### src/rtl/ovl_win_unchange_mc_pkg.sv
// ovl_win_pkg: shared state type and popcount helper for the multi-channel window-unchange checker.
package ovl_win_pkg;
    typedef enum logic {IDLE, WIN} win_state_e;
    localparam int MAX_CHANNELS = 64;
    function automatic int unsigned popcount(input logic [MAX_CHANNELS-1:0] v);
        popcount = 0;
        for (int i = 0; i < MAX_CHANNELS; i++) popcount += {31'd0, v[i]};
    endfunction
endpackage

### src/rtl/ovl_win_unchange_mc_if.sv
// ovl_win_unchange_mc_if: observed-DUT inputs and checker outputs of the window-unchange checker.
interface ovl_win_unchange_mc_if #(
    parameter int CHANNELS = 4,
    parameter int WIDTH    = 4,
    parameter int COUNT_W  = 8
);
    logic                      enable;
    logic [CHANNELS-1:0]       start_event;
    logic [CHANNELS-1:0]       end_event;
    logic [CHANNELS*WIDTH-1:0] test_expr;
    logic [CHANNELS-1:0]       fire;
    logic [CHANNELS-1:0]       fire_timeout;
    logic [CHANNELS-1:0]       win_open;
    logic [COUNT_W-1:0]        viol_count;
    modport master (output enable, start_event, end_event, test_expr,
                    input fire, fire_timeout, win_open, viol_count);
    modport slave (input enable, start_event, end_event, test_expr,
                   output fire, fire_timeout, win_open, viol_count);
endinterface

### src/rtl/ovl_win_unchange_chan.sv
// ovl_win_unchange_chan: one channel's IDLE/WIN FSM, reference register and unchange compare.
// The window timer exists only when OVL_WIN_TIMEOUT_EN is defined.
module ovl_win_unchange_chan
    import ovl_win_pkg::*;
#(
    parameter int WIDTH = 4
`ifdef OVL_WIN_TIMEOUT_EN
  , parameter int WINDOW_MAX = 16
`endif
) (
    input  logic             clock,
    input  logic             reset,
    input  logic             start_event,
    input  logic             end_event,
    input  logic [WIDTH-1:0] test_expr,
    output logic             win_open,
    output logic             fire_next,
    output logic             fire_timeout_next
);
    win_state_e       state_q, state_d;
    logic [WIDTH-1:0] ref_q, ref_d;
    assign win_open = state_q == WIN;
    always_comb begin
        fire_next = state_q == WIN && test_expr != ref_q;
        ref_d     = (state_q == WIN || (start_event && !end_event)) ? test_expr : ref_q;
        state_d   = state_q == IDLE ? (start_event && !end_event ? WIN : IDLE)
                                    : (end_event || fire_timeout_next ? IDLE : WIN);
    end
    always_ff @(posedge clock or negedge reset) begin
        if (!reset) begin
            state_q <= IDLE;
            ref_q   <= '0;
        end else begin
            state_q <= state_d;
            ref_q   <= ref_d;
        end
    end
`ifdef OVL_WIN_TIMEOUT_EN
    localparam int TW = $clog2(WINDOW_MAX + 1);
    logic [TW-1:0] timer_q, timer_d;
    // end on the same edge the limit is reached closes the window normally
    always_comb begin
        timer_d           = state_q == WIN ? timer_q + 1'b1 : '0;
        fire_timeout_next = state_q == WIN && !end_event && timer_d == TW'(WINDOW_MAX);
    end
    always_ff @(posedge clock or negedge reset) begin
        if (!reset) timer_q <= '0;
        else        timer_q <= timer_d;
    end
`else
    assign fire_timeout_next = 1'b0;
`endif
endmodule

### src/rtl/ovl_win_unchange_mc.sv
// ovl_win_unchange_mc: multi-channel window-unchange checker with saturating violation count.
// Define OVL_WIN_TIMEOUT_EN to build the per-channel WINDOW_MAX timeout check.
module ovl_win_unchange_mc
    import ovl_win_pkg::*;
#(
    parameter int CHANNELS   = 4,
    parameter int WIDTH      = 4,
    parameter int COUNT_W    = 8,
    parameter int WINDOW_MAX = 16
) (
    input logic             clock,
    input logic             reset,
    ovl_win_unchange_mc_if.slave chk
);
    localparam logic [COUNT_W-1:0] CNT_MAX = '1;
    if (CHANNELS < 1 || CHANNELS > MAX_CHANNELS || WIDTH < 1 || COUNT_W < 1 || COUNT_W > 30 || WINDOW_MAX < 1) begin : g_bad_params
        $error("ovl_win_unchange_mc: parameter out of range");
    end
    logic [CHANNELS-1:0] fire_next, fire_timeout_next, win_open;
    logic [CHANNELS-1:0] fire_d, fire_q, fire_timeout_d, fire_timeout_q;
    logic [COUNT_W-1:0]  viol_count_d, viol_count_q;
    logic [31:0]         sum;
    for (genvar i = 0; i < CHANNELS; i++) begin : g_chan
        ovl_win_unchange_chan #(
            .WIDTH(WIDTH)
`ifdef OVL_WIN_TIMEOUT_EN
          , .WINDOW_MAX(WINDOW_MAX)
`endif
        ) u_chan (
            .clock            (clock),
            .reset            (reset),
            .start_event      (chk.start_event[i]),
            .end_event        (chk.end_event[i]),
            .test_expr        (chk.test_expr[i*WIDTH +: WIDTH]),
            .win_open         (win_open[i]),
            .fire_next        (fire_next[i]),
            .fire_timeout_next(fire_timeout_next[i])
        );
    end
    // a channel that both violates and times out on one edge counts once
    always_comb begin
        fire_d         = fire_next & {CHANNELS{chk.enable}};
        fire_timeout_d = fire_timeout_next & {CHANNELS{chk.enable}};
        sum            = 32'(viol_count_q) + popcount(MAX_CHANNELS'(fire_d | fire_timeout_d));
        viol_count_d   = sum > 32'(CNT_MAX) ? CNT_MAX : sum[COUNT_W-1:0];
    end
    always_ff @(posedge clock or negedge reset) begin
        if (!reset) begin
            fire_q         <= '0;
            fire_timeout_q <= '0;
            viol_count_q   <= '0;
        end else begin
            fire_q         <= fire_d;
            fire_timeout_q <= fire_timeout_d;
            viol_count_q   <= viol_count_d;
        end
    end
    assign chk.fire         = fire_q;
    assign chk.fire_timeout = fire_timeout_q;
    assign chk.win_open     = win_open;
    assign chk.viol_count   = viol_count_q;
endmodule
### src/flat_wrapper.sv
// flat-port wrapper written by rule: the top's interface ports become plain ports
module ovl_win_unchange_mc_flat import ovl_win_pkg::*;
#(
    parameter int CHANNELS   = 4,
    parameter int WIDTH      = 4,
    parameter int COUNT_W    = 8,
    parameter int WINDOW_MAX = 16
)
  (clock, reset, chk_enable, chk_start_event, chk_end_event, chk_test_expr, chk_fire, chk_fire_timeout, chk_win_open, chk_viol_count);
  ovl_win_unchange_mc_if #(.CHANNELS(CHANNELS), .WIDTH(WIDTH), .COUNT_W(COUNT_W)) chk_i ();
  input logic clock;
  input logic reset;
  input wire logic [$bits(chk_i.enable)-1:0] chk_enable;
  input wire logic [$bits(chk_i.start_event)-1:0] chk_start_event;
  input wire logic [$bits(chk_i.end_event)-1:0] chk_end_event;
  input wire logic [$bits(chk_i.test_expr)-1:0] chk_test_expr;
  output wire logic [$bits(chk_i.fire)-1:0] chk_fire;
  output wire logic [$bits(chk_i.fire_timeout)-1:0] chk_fire_timeout;
  output wire logic [$bits(chk_i.win_open)-1:0] chk_win_open;
  output wire logic [$bits(chk_i.viol_count)-1:0] chk_viol_count;
  assign chk_i.enable = chk_enable;
  assign chk_i.start_event = chk_start_event;
  assign chk_i.end_event = chk_end_event;
  assign chk_i.test_expr = chk_test_expr;
  assign chk_fire = chk_i.fire;
  assign chk_fire_timeout = chk_i.fire_timeout;
  assign chk_win_open = chk_i.win_open;
  assign chk_viol_count = chk_i.viol_count;
  ovl_win_unchange_mc #(.CHANNELS(CHANNELS), .WIDTH(WIDTH), .COUNT_W(COUNT_W), .WINDOW_MAX(WINDOW_MAX)) u_core (.clock(clock), .reset(reset), .chk(chk_i));
endmodule
### config.mk
export PLATFORM = sky130hd
export DESIGN_NAME = ovl_win_unchange_mc_flat
export DESIGN_NICKNAME = d
export VERILOG_FILES = /design/src/rtl/ovl_win_unchange_mc_pkg.sv /design/src/rtl/ovl_win_unchange_mc_if.sv /design/src/rtl/ovl_win_unchange_chan.sv /design/src/rtl/ovl_win_unchange_mc.sv /design/src/flat_wrapper.sv
export SDC_FILE = /design/constraint.sdc
export NUM_CORES = 1
export LEC_CHECK = 0
export CORE_MARGIN = 2
export CORE_UTILIZATION = 42
export DETAILED_ROUTE_END_ITERATION = 10
export GPL_TIMING_DRIVEN = 0
export PLACE_DENSITY = 0.77
export SYNTH_ARGS = -nofsm -noshare
export SYNTH_HDL_FRONTEND = slang
export SYNTH_SLANG_ARGS = --single-unit
### constraint.sdc
create_clock -name clock -period 2.8 [get_ports clock]
set_clock_uncertainty 0.05 [all_clocks]
set_input_delay 0.56 -clock clock [delete_from_list [all_inputs] [get_ports clock]]
set_output_delay 0.56 -clock clock [all_outputs]
set_load 0.02 [all_outputs]
== Word level (Yosys, flattened, before mapping) ==
Cells that the tools add are included.

* Add/sub/neg operators: 4
* $mul: 0
* Divide/modulo/power cells: 0
* Order comparisons: 1
* Eq/ne operators: 4
* Shifts and indexed selects: 0
* Muxes and demuxes: 13
* Bitwise operators: 1
* Reductions and logical operators: 16

{| class="wikitable"
|+ Operators with widths
! cell !! count
|-
| 32-bit by 1-bit adder with 32-bit output || 2
|-
| 8-bit by 32-bit adder with 32-bit output || 1
|-
| 32-bit by 8-bit > comparator with 1-bit output (second input constant) || 1
|-
| 4-bit != test || 4
|-
| 1-bit 2-to-1 mux || 12
|-
| 1-bit logical AND || 8
|-
| 8-bit 2-to-1 mux || 1
|-
| 4-bit bitwise AND || 1
|-
| 1-bit logical NOT || 4
|-
| 1-bit logical OR || 4
|-
| 1-bit by 1-bit adder with 2-bit output || 1
|}

* Flip-flop bits (word level): 32
* Bits in latches: 0
* Bits in writable memories: 0
* ROM bits: 0
* Bits of input ports: 27
* Output and inout port bits: 20
* Word-level logic and storage cells: 49
* Memories: 0

== Longest topological paths before layout ==
Gate-level depths: netlist of run 1.

* Depth in word-level cells: 9
* Depth in mapped cells: 13
* Depth with buffers taken out: 13

== Modules after synthesis ==
From an unflattened synthesis of run 1, not the netlist that was laid out.

* Cells, all modules: 143
* Area, all modules: 1,755.4 um^2

{| class="wikitable"
|+ Modules (own cells, without submodules)
! module !! times used !! cells each !! area an instance (um^2) !! sequential area each (um^2)
|-
| ovl_win_unchange_chan || 4 || 20 || 255.2 || 125.1
|-
| ovl_win_unchange_mc || 1 || 63 || 734.5 || 400.4
|}

== Worst setup path before layout of run 1 ==
No wires, ideal clock.

* Path type: input -> register
* From: input chk_test_expr[1]
* To: register u_core.viol_count_q[6] (netlist: u_core.chk.viol_count[6])
* Library setup time: 0.127 ns
* Arrival time: 2.897 ns
* Required time: 2.623 ns
* Setup slack: -0.275 ns
* Stages on the path: 13
* Path buffers: 0
* Cell sequence: xnor2_1 > a41oi_1 > ha_1 > inv_1 > fa_1 > inv_1 > ha_1 > inv_1 > fa_1 > nor2b_4 > o21ai_2 > nor2_1 > mux2_1

* Cells in the longest elaborated chain, start to end: 9

{| class="wikitable"
|+ Ends and longest elaborated chain
! item !! line !! RTL
|-
| start, declared || flat_wrapper.sv:16 || <nowiki>input wire logic [$bits(chk_i.test_expr)-1:0] chk_test_expr;</nowiki>
|-
| 4-bit != test * || ovl_win_unchange_chan.sv:24 || <nowiki>fire_next = state_q == WIN && test_expr != ref_q;</nowiki>
|-
| 1-bit logical AND * || ovl_win_unchange_chan.sv:24 ||
|-
| 4-bit bitwise AND * || ovl_win_unchange_mc.sv:42 || <nowiki>fire_d = fire_next & {CHANNELS{chk.enable}};</nowiki>
|-
| named net u_core.fire_d[0] || ovl_win_unchange_mc.sv:20 || <nowiki>logic [CHANNELS-1:0] fire_d, fire_q, fire_timeout_d, fire_timeout_q;</nowiki>
|-
| 1-bit by 1-bit adder with 2-bit output * || ovl_win_unchange_mc_pkg.sv:7 || <nowiki>for (int i = 0; i < MAX_CHANNELS; i++) popcount += {31'd0, v[i]};</nowiki>
|-
| 32-bit by 1-bit adder with 32-bit output * (2 in series) || ovl_win_unchange_mc_pkg.sv:7 ||
|-
| 8-bit by 32-bit adder with 32-bit output * || ovl_win_unchange_mc.sv:44 || <nowiki>sum = 32'(viol_count_q) + popcount(MAX_CHANNELS'(fire_d | fire_timeout_d));</nowiki>
|-
| 32-bit by 8-bit > comparator with 1-bit output || ovl_win_unchange_mc.sv:45 || <nowiki>viol_count_d = sum > 32'(CNT_MAX) ? CNT_MAX : sum[COUNT_W-1:0];</nowiki>
|-
| 8-bit 2-to-1 mux * || ovl_win_unchange_mc.sv:45 ||
|-
| named net u_core.viol_count_d[6] || ovl_win_unchange_mc.sv:21 || <nowiki>logic [COUNT_W-1:0] viol_count_d, viol_count_q;</nowiki>
|-
| end signal, assigned || ovl_win_unchange_mc.sv:55 || <nowiki>viol_count_q <= viol_count_d;</nowiki>
|-
| end, declared || ovl_win_unchange_mc.sv:21 ||
|}

Mark *: on every way through the listed nets, which the timed path passes. The rest lies on a longest branch.
A chain may end at the register's enable or synchronous reset.

== Final worst setup path of run 1 ==
* From: register u_core.g_chan[0].u_chan.ref_q[3]
* To: register u_core.viol_count_q[6] (netlist: u_core.chk.viol_count[6])

* Cells in the longest elaborated chain, start to end: 9

{| class="wikitable"
|+ Ends and longest elaborated chain
! item !! line !! RTL
|-
| start, declared || ovl_win_unchange_chan.sv:21 || <nowiki>logic [WIDTH-1:0] ref_q, ref_d;</nowiki>
|-
| start signal, assigned || ovl_win_unchange_chan.sv:35 || <nowiki>ref_q <= ref_d;</nowiki>
|-
| 4-bit != test * || ovl_win_unchange_chan.sv:24 ||
|-
| 1-bit logical AND * || ovl_win_unchange_chan.sv:24 ||
|-
| 4-bit bitwise AND * || ovl_win_unchange_mc.sv:42 ||
|-
| named net u_core.fire_d[0] || ovl_win_unchange_mc.sv:20 ||
|-
| 1-bit by 1-bit adder with 2-bit output * || ovl_win_unchange_mc_pkg.sv:7 ||
|-
| 32-bit by 1-bit adder with 32-bit output * (2 in series) || ovl_win_unchange_mc_pkg.sv:7 ||
|-
| 8-bit by 32-bit adder with 32-bit output * || ovl_win_unchange_mc.sv:44 ||
|-
| 32-bit by 8-bit > comparator with 1-bit output || ovl_win_unchange_mc.sv:45 ||
|-
| 8-bit 2-to-1 mux * || ovl_win_unchange_mc.sv:45 ||
|-
| named net u_core.viol_count_d[6] || ovl_win_unchange_mc.sv:21 ||
|}

Marked as above.

==> results of run 1 <==
## worst paths after layout
path / endpoint / slack, ns
max in group asynchronous: u_core.g_chan[1].u_chan.ref_q[1] / 1.94
max: u_core.chk.viol_count[6] / -0.20
min in group clock: u_core.g_chan[2].u_chan.ref_q[3] / 0.48
max reg2reg: u_core.chk.viol_count[6] / -0.20
min reg2reg: u_core.g_chan[2].u_chan.ref_q[3] / 0.48
min: u_core.chk.viol_count[7] / 0.27
## stage by stage
stage	util, %	setup TNS [ns]	total power [uW]	hold WS (ns)
after floorplan	-	-0.1941	991.8	0.2144
after global placement	59.84	-5.745	1200	0.4583
after detailed placement	59.71	-6.161	1232	0.4706
after CTS	61.79	-1.382	1602	0.2948
after global routing	63.16	-2.540	1739	0.3312
final	63.16	-1.341	1626	0.2665
## worst register-to-register path: cells and delay by family (launching register included)
family / cells / cell delay [ns]
buffers and inverters: 3 / 0.18
adders and majority gates: 4 / 1.25
DFF: 1 / 0.44
xor gates and xnor gates: 1 / 0.17
and+or+nand+nor: 2 / 0.28
muxes: 1 / 0.31
AOI/OAI and AO/OA: 2 / 0.22
## metal layers
metal / global-route usage (%) / part of all wire, % / vias to the layer above
met1: 17.94 / 39 / 557
met2: 30.68 / 53 / 42
met3: 4.770 / 6.7 / 5
met5: 0 / 0 / -
met4: 6.771 / 1.6 / 0
li1: - / - / 564
## layout by cell type (no fill, tap or decap), types with 2 or more instances in the layout
cell type,instances
nand3_1,2
buf_4,11
xnor2_4,2
nand2b_1,2
a21oi_1,6
inv_1,10
nand4_1,3
mux2_2,18
a41oi_2,2
ha_1,4
mux2_4,2
clkdlybuf4s50_1,29
buf_2,9
nand2_2,2
dlygate4sd2_1,2
dfrtp_2,2
xnor2_2,6
clkbuf_8,6
clkbuf_1,2
dfrtp_1,30
nand2_1,6
xnor2_1,8
nor2_1,9
conb_1,4
o21ai_2,2
## state kept, by name (all words and copies together) (netlist names)
| signal | flops |
|---|---|
| u_core.chk.viol_count | 8 |
| u_core.chk.fire | 4 |
| u_core.g_chan.u_chan.win_open | 4 |
| u_core.g_chan.u_chan.ref_q | 16 |
## final cells by class
type,count,area [um2]
fillers,291,1349
multi-input cells,90,847.1
flip-flops and latches,32,803.3
repair buffers,46,410.4
clock buffers,8,90.09
plain buffers,8,60.06
well taps,48,60.06
inverters,11,41.29
## kinds of logic (layout without fill, tap and decap cells)
| logic type | Yosys count | count (layout) | share of synthesized area (%) |
|---|---|---|---|
| flip-flops | 32 | 32 | 49.92 |
| other | 1 | 4 | 0.2338 |
| XOR/XNOR | 16 | 16 | 8.736 |
| buffers and inverters | 19 | 73 | 6.318 |
| multiplexers | 20 | 20 | 14.04 |
| AO/OA/AOI/OAI | 14 | 14 | 5.617 |
| adder cells (fa/ha/maj) | 7 | 7 | 6.396 |
| AND/OR/NAND/NOR | 29 | 29 | 8.737 |
## power groups by stage
stage | sequential [uW] | clock [uW] | combinational (uW)
after detailed placement | 655 | 0 | 577
final | 651 | 356 | 619
after floorplan | 706 | 0 | 286
after CTS | 647 | 370 | 585
after global placement | 646 | 0 | 554
after global routing | 664 | 394 | 681
## repair_timing
item                       in CTS  in global routing
buffers inserted                1                  3
resized for setup              42                 10
pin swaps                      17                 13
setup endpoints to repair       8                  8
==> impl_metrics.py, run 1 <==
metrics = {
    "setup_path": {
        "cp_max_fo": 2,
        "rr_worst_depth": 13,
        "path_class": "reg2reg",
        "crit_chain": "xnor2_4 -> a41oi_2 -> ha_1 -> inv_1 -> fa_1 -> inv_1 -> ha_2 -> inv_2 -> fa_2 -> nor2b_4 -> o21ai_2 -> nor2_1 -> mux2_4",
        "worstPathRequired_ns": 2.92,
        "start_kind": "flop",
        "timing.rr.start": "u_core.g_chan[0].u_chan.ref_q[3]",
        "crit_start": "u_core.g_chan[0].u_chan.ref_q[3]",
        "path_common_cell": "inv_1",
        "worst_setup_path_end_kind": "flop",
        "critPathTopFamily": "adder cells",
        "cpPeakStageDelay_ns": 0.44,
        "path_depth": 13,
        "path_buf_inv": 3,
        "cpMaxStageDelayCell": "dfrtp_2",
        "worstPathArrival_ns": 3.12,
    },
    "pwr": {
        "power.density_nw_per_um2": 703.3,
        "p_leak_uw": 0.001042,
        "p_seq_share_pct": 40.0,
        "clockPowerShare_pct": 21.9,
        "p_int_uw": 1098,
        "p_comb_share_pct": 38.1,
        "p_switching_uw": 528.2,
        "swShare_pct": 32.48,
        "ir_drop_uv": 425.0,
    },
    "clock_tree": {
        "ctsLongestPathBuffers": 2,
        "numCtsBuffers": 5,
        "h-tree-depth": 2,
        "cts_tree": "done",
        "insertion_delay_ns": 0.28,
        "clockRootBuffer": "clkbuf_8",
        "cts_sinks": 32,
        "cts_hold_buf": 0,
        "clk_pin_slew_ns": 0.06,
    },
    "yosys": {
        "async_reset_ff_share_pct": 100.0,
        "synthFlopType": "dfrtp_1",
        "synthCells": 138,
        "post-synth-top-count-cell": "dfrtp_1",
        "synth_cell_types": 23,
        "synth_edf_count": 0,
        "syn_area_um2": 1604,
        "yosysTopAreaCellShare_pct": 49.92,
        "synthTopCellsByCount": "dfrtp_1, mux2_2, xnor2_1",
        "yosys-top-cells-area": "dfrtp_1, mux2_2, xnor2_1, ha_1, buf_4",
        "netlist.top_cell.by_area": "dfrtp_1",
        "yosys_warnings": 0,
        "synth-seq-area-share_pct": 49.92,
        "ys_ff_latch": 32,
        "syn_avg_cell_area_um2": 11.62,
    },
    "global_route": {
        "grt_pass1_vias": 1292,
        "grt_usage_pct": 16.76,
        "grt_pass1_wl_um": 5395,
        "antenna_found_initial": 0,
        "grt.overflow.total": 0,
        "grt_max_degree": 33,
    },
    "run_status": {
        "violations": "setup timing",
        "status": "finished with violations",
    },
    "floorplanning": {
        "die_x_um": 65.80,
        "die_area_um2": 4330,
        "floorplan.initialDensity_pct": 43.81,
        "core_um2": 3661,
        "io_pins": 47,
        "dieHeight_um": 65.80,
        "rows": 22,
    },
    "drt": {
        "vias_per_cell": 4.807,
        "avgRoutedWirePerCell_um": 13.07,
        "detail-route-antenna-nets": 0,
        "drt_iter0_drc": 11,
        "drcViolationCount": 0,
        "routed_wirelength_um": 3175,
        "dr.pass1.iters": 3,
        "vias": 1168,
    },
    "timing": {
        "hold_violations": 0,
        "timing.final.crit_period_ns": 3.004,
        "setup_ws_ns": -0.2040,
        "max_freq_mhz": 332.9,
        "max_slew_margin_pct": 53.97,
        "worst_slew_pin_slew_ns": 0.6904,
        "min_period_over_period_pct": 107.3,
        "setup_viol": 8,
        "slew_violations": 0,
        "grt_setup_unrepaired": "yes",
    },
    "run": {
        "max-cap-violations": 0,
    },
    "min_path": {
        "hp-class": "in2async",
    },
    "placement": {
        "place_ws_ns": -0.9166,
        "hpwlAfterDp_um": 2460,
        "globalplace.congestion": 0.8074,
        "dp_cells": 231,
        "numPortBuffers": 42,
        "dpl_cell_area_um2": 2186,
    },
    "layout": {
        "final_cells": 243,
        "layout-drive-gt1-share_pct": 36.41,
        "diodes": 0,
        "stdcell_area_um2": 2312,
        "area_growth_pct": 44.15,
        "final_nets": 228,
    },
}
(Power assumes the default switching activity.)
==> run 2: changes to the inputs <==
Settings changed: CORE_UTILIZATION 42 to 44, CTS_BUF_LIST set to sky130_fd_sc_hd__clkbuf_8, PLACE_DENSITY 0.77 to 0.8.
==> impl_metrics.py, run 2 (synthesis gave the netlist of run 1 again) <==
metrics = {
    "run_status": {
        "status": "finished with violations",
        "violations": "setup timing",
    },
    "clock_tree": {
        "cts_sinks": 32,
        "numCtsBuffers": 5,
        "clk_pin_slew_ns": 0.06,
        "clockRootBuffer": "clkbuf_8",
        "ctsLongestPathBuffers": 2,
        "cts_hold_buf": 0,
        "insertion_delay_ns": 0.28,
        "h-tree-depth": 2,
        "cts_tree": "done",
    },
    "pwr": {
        "ir_drop_uv": 513.8,
        "p_total_uw": 1630,
        "p_leak_uw": 0.001091,
        "power.density_nw_per_um2": 692.5,
    },
    "floorplanning": {
        "dieHeight_um": 64.38,
        "io_pins": 47,
        "die_x_um": 64.38,
        "die_area_um2": 4145,
        "floorplan.initialDensity_pct": 46.96,
        "rows": 21,
        "core_um2": 3416,
    },
    "layout": {
        "final_common_cell": "dfrtp_1",
        "layout-drive-gt1-share_pct": 36.04,
        "final_nets": 230,
        "mostFrequentLayoutCells": "dfrtp_1, clkdlybuf4s50_1, mux2_2",
        "post-route-util_pct": 68.90,
        "largest_reg_flops": 16,
        "area_growth_pct": 46.72,
        "largest-register": "u_core.g_chan.u_chan.ref_q",
        "final_cells": 243,
        "fillers": 264,
        "diodes": 0,
    },
    "setup_path": {
        "worstPathRequired_ns": 2.91,
        "r2r_slack_ns": -0.19,
        "path_class": "in2reg",
        "cp_max_fo": 2,
        "worstPathArrival_ns": 3.13,
        "worst_setup_path_end_kind": "flop",
        "start_kind": "input port",
    },
    "drt": {
        "dr.pass1.iters": 4,
        "vias_per_cell": 4.728,
        "drt_iter0_drc": 32,
        "routed_wirelength_um": 3087,
        "avgRoutedWirePerCell_um": 12.70,
        "drcViolationCount": 0,
        "detail-route-antenna-nets": 0,
        "vias": 1149,
    },
    "timing": {
        "timing.final.crit_period_ns": 3.015,
        "hold_ws_ns": 0.4766,
        "max_slew_margin_pct": 54.37,
        "slew_violations": 0,
        "hold_violations": 0,
        "grt_setup_unrepaired": "yes",
        "max_freq_mhz": 331.6,
        "min_period_over_period_pct": 107.7,
        "setup_ws_ns": -0.2154,
        "setup_viol": 7,
        "worst_slew_pin_slew_ns": 0.6823,
    },
    "placement": {
        "numPortBuffers": 42,
        "dp_cells": 230,
        "hpwlAfterDp_um": 2284,
        "globalplace.congestion": 0.7173,
    },
    "run": {
        "max-cap-violations": 0,
    },
    "min_path": {
        "hp-class": "reg2reg",
    },
    "global_route": {
        "grt.overflow.total": 0,
        "antenna_found_initial": 0,
        "grt_pass1_wl_um": 5347,
        "grt_pass1_vias": 1257,
        "grt_usage_pct": 17.02,
        "grt_max_degree": 21,
    },
}
## run 2: metrics by stage
stage	setup TNS [ns]	cell area, um2	worst slack [ns]
2_1_floorplan	-0.1941	1710	-0.1679
3_3_place_gp	-5.709	2188	-0.8693
3_5_place_dp	-5.847	2216	-0.8922
4_1_cts	-1.852	2333	-0.2896
5_1_grt	-2.023	2354	-0.3386
6_report	-1.091	2354	-0.2154
## run 2: path summary, 6_finish.rpt
check | startpoint | end | cells past startpoint
worst max-delay path | chk_test_expr[10] | u_core.chk.viol_count[6] | 13
worst min-delay path | u_core.g_chan[3].u_chan.ref_q[0] | u_core.g_chan[3].u_chan.ref_q[0] | 1
worst max register to register | u_core.g_chan[1].u_chan.ref_q[3] | u_core.chk.viol_count[6] | 13
worst min register to register | u_core.g_chan[3].u_chan.ref_q[0] | u_core.g_chan[3].u_chan.ref_q[0] | 1
max in group asynchronous | reset | u_core.chk.viol_count[7] | 2
min in group asynchronous | reset | u_core.chk.fire[0] | 1
## run 2: where the power goes
group	internal [uW]	switching, uW	leakage (uW)
combinational	355	276	0.000650
clock	193	156	0.0000538
sequential	554	95.0	0.000387
## run 2: critical path, cell delays in order
cell and delay (ns):
clkdlybuf4s50_1 0.49, xnor2_1 0.12, nand4_1 0.12, nand3_2 0.10
fa_1 0.42, inv_1 0.07, ha_2 0.18, inv_2 0.04
fa_2 0.36, nor2b_4 0.14, o21ai_2 0.08, nor2_1 0.13
mux2_4 0.31
## run 2: what timing repair did
action | CTS | global route
setup endpoints to repair | 8 | 8
buffers inserted | 4 | 2
resized for setup | 45 | 9
pin swaps | 19 | 9
## run 2: final cells by class
type	count	area (um2)	share of cell area (%)
sequential	32	800.8	34.02
buffer	8	60.06	2.552
inverter	11	41.29	1.754
multi-input combinational	90	852.1	36.20
tap	46	57.56	2.446
clock inverter	2	7.507	0.3190
timing repair buffer	48	451.7	19.19
clock buffer	6	82.58	3.509
## run 2: per-layer routing
layer  routed length (um)  share of wire, %  vias up  GRT usage (%)
met4                   47               1.5        0          5.851
met2                 1608                52       40          30.08
met5                    0                 0        -              0
met3                  242               7.8        5          5.986
met1                 1188                38      536          18.94
li1                     -                 -      568              -
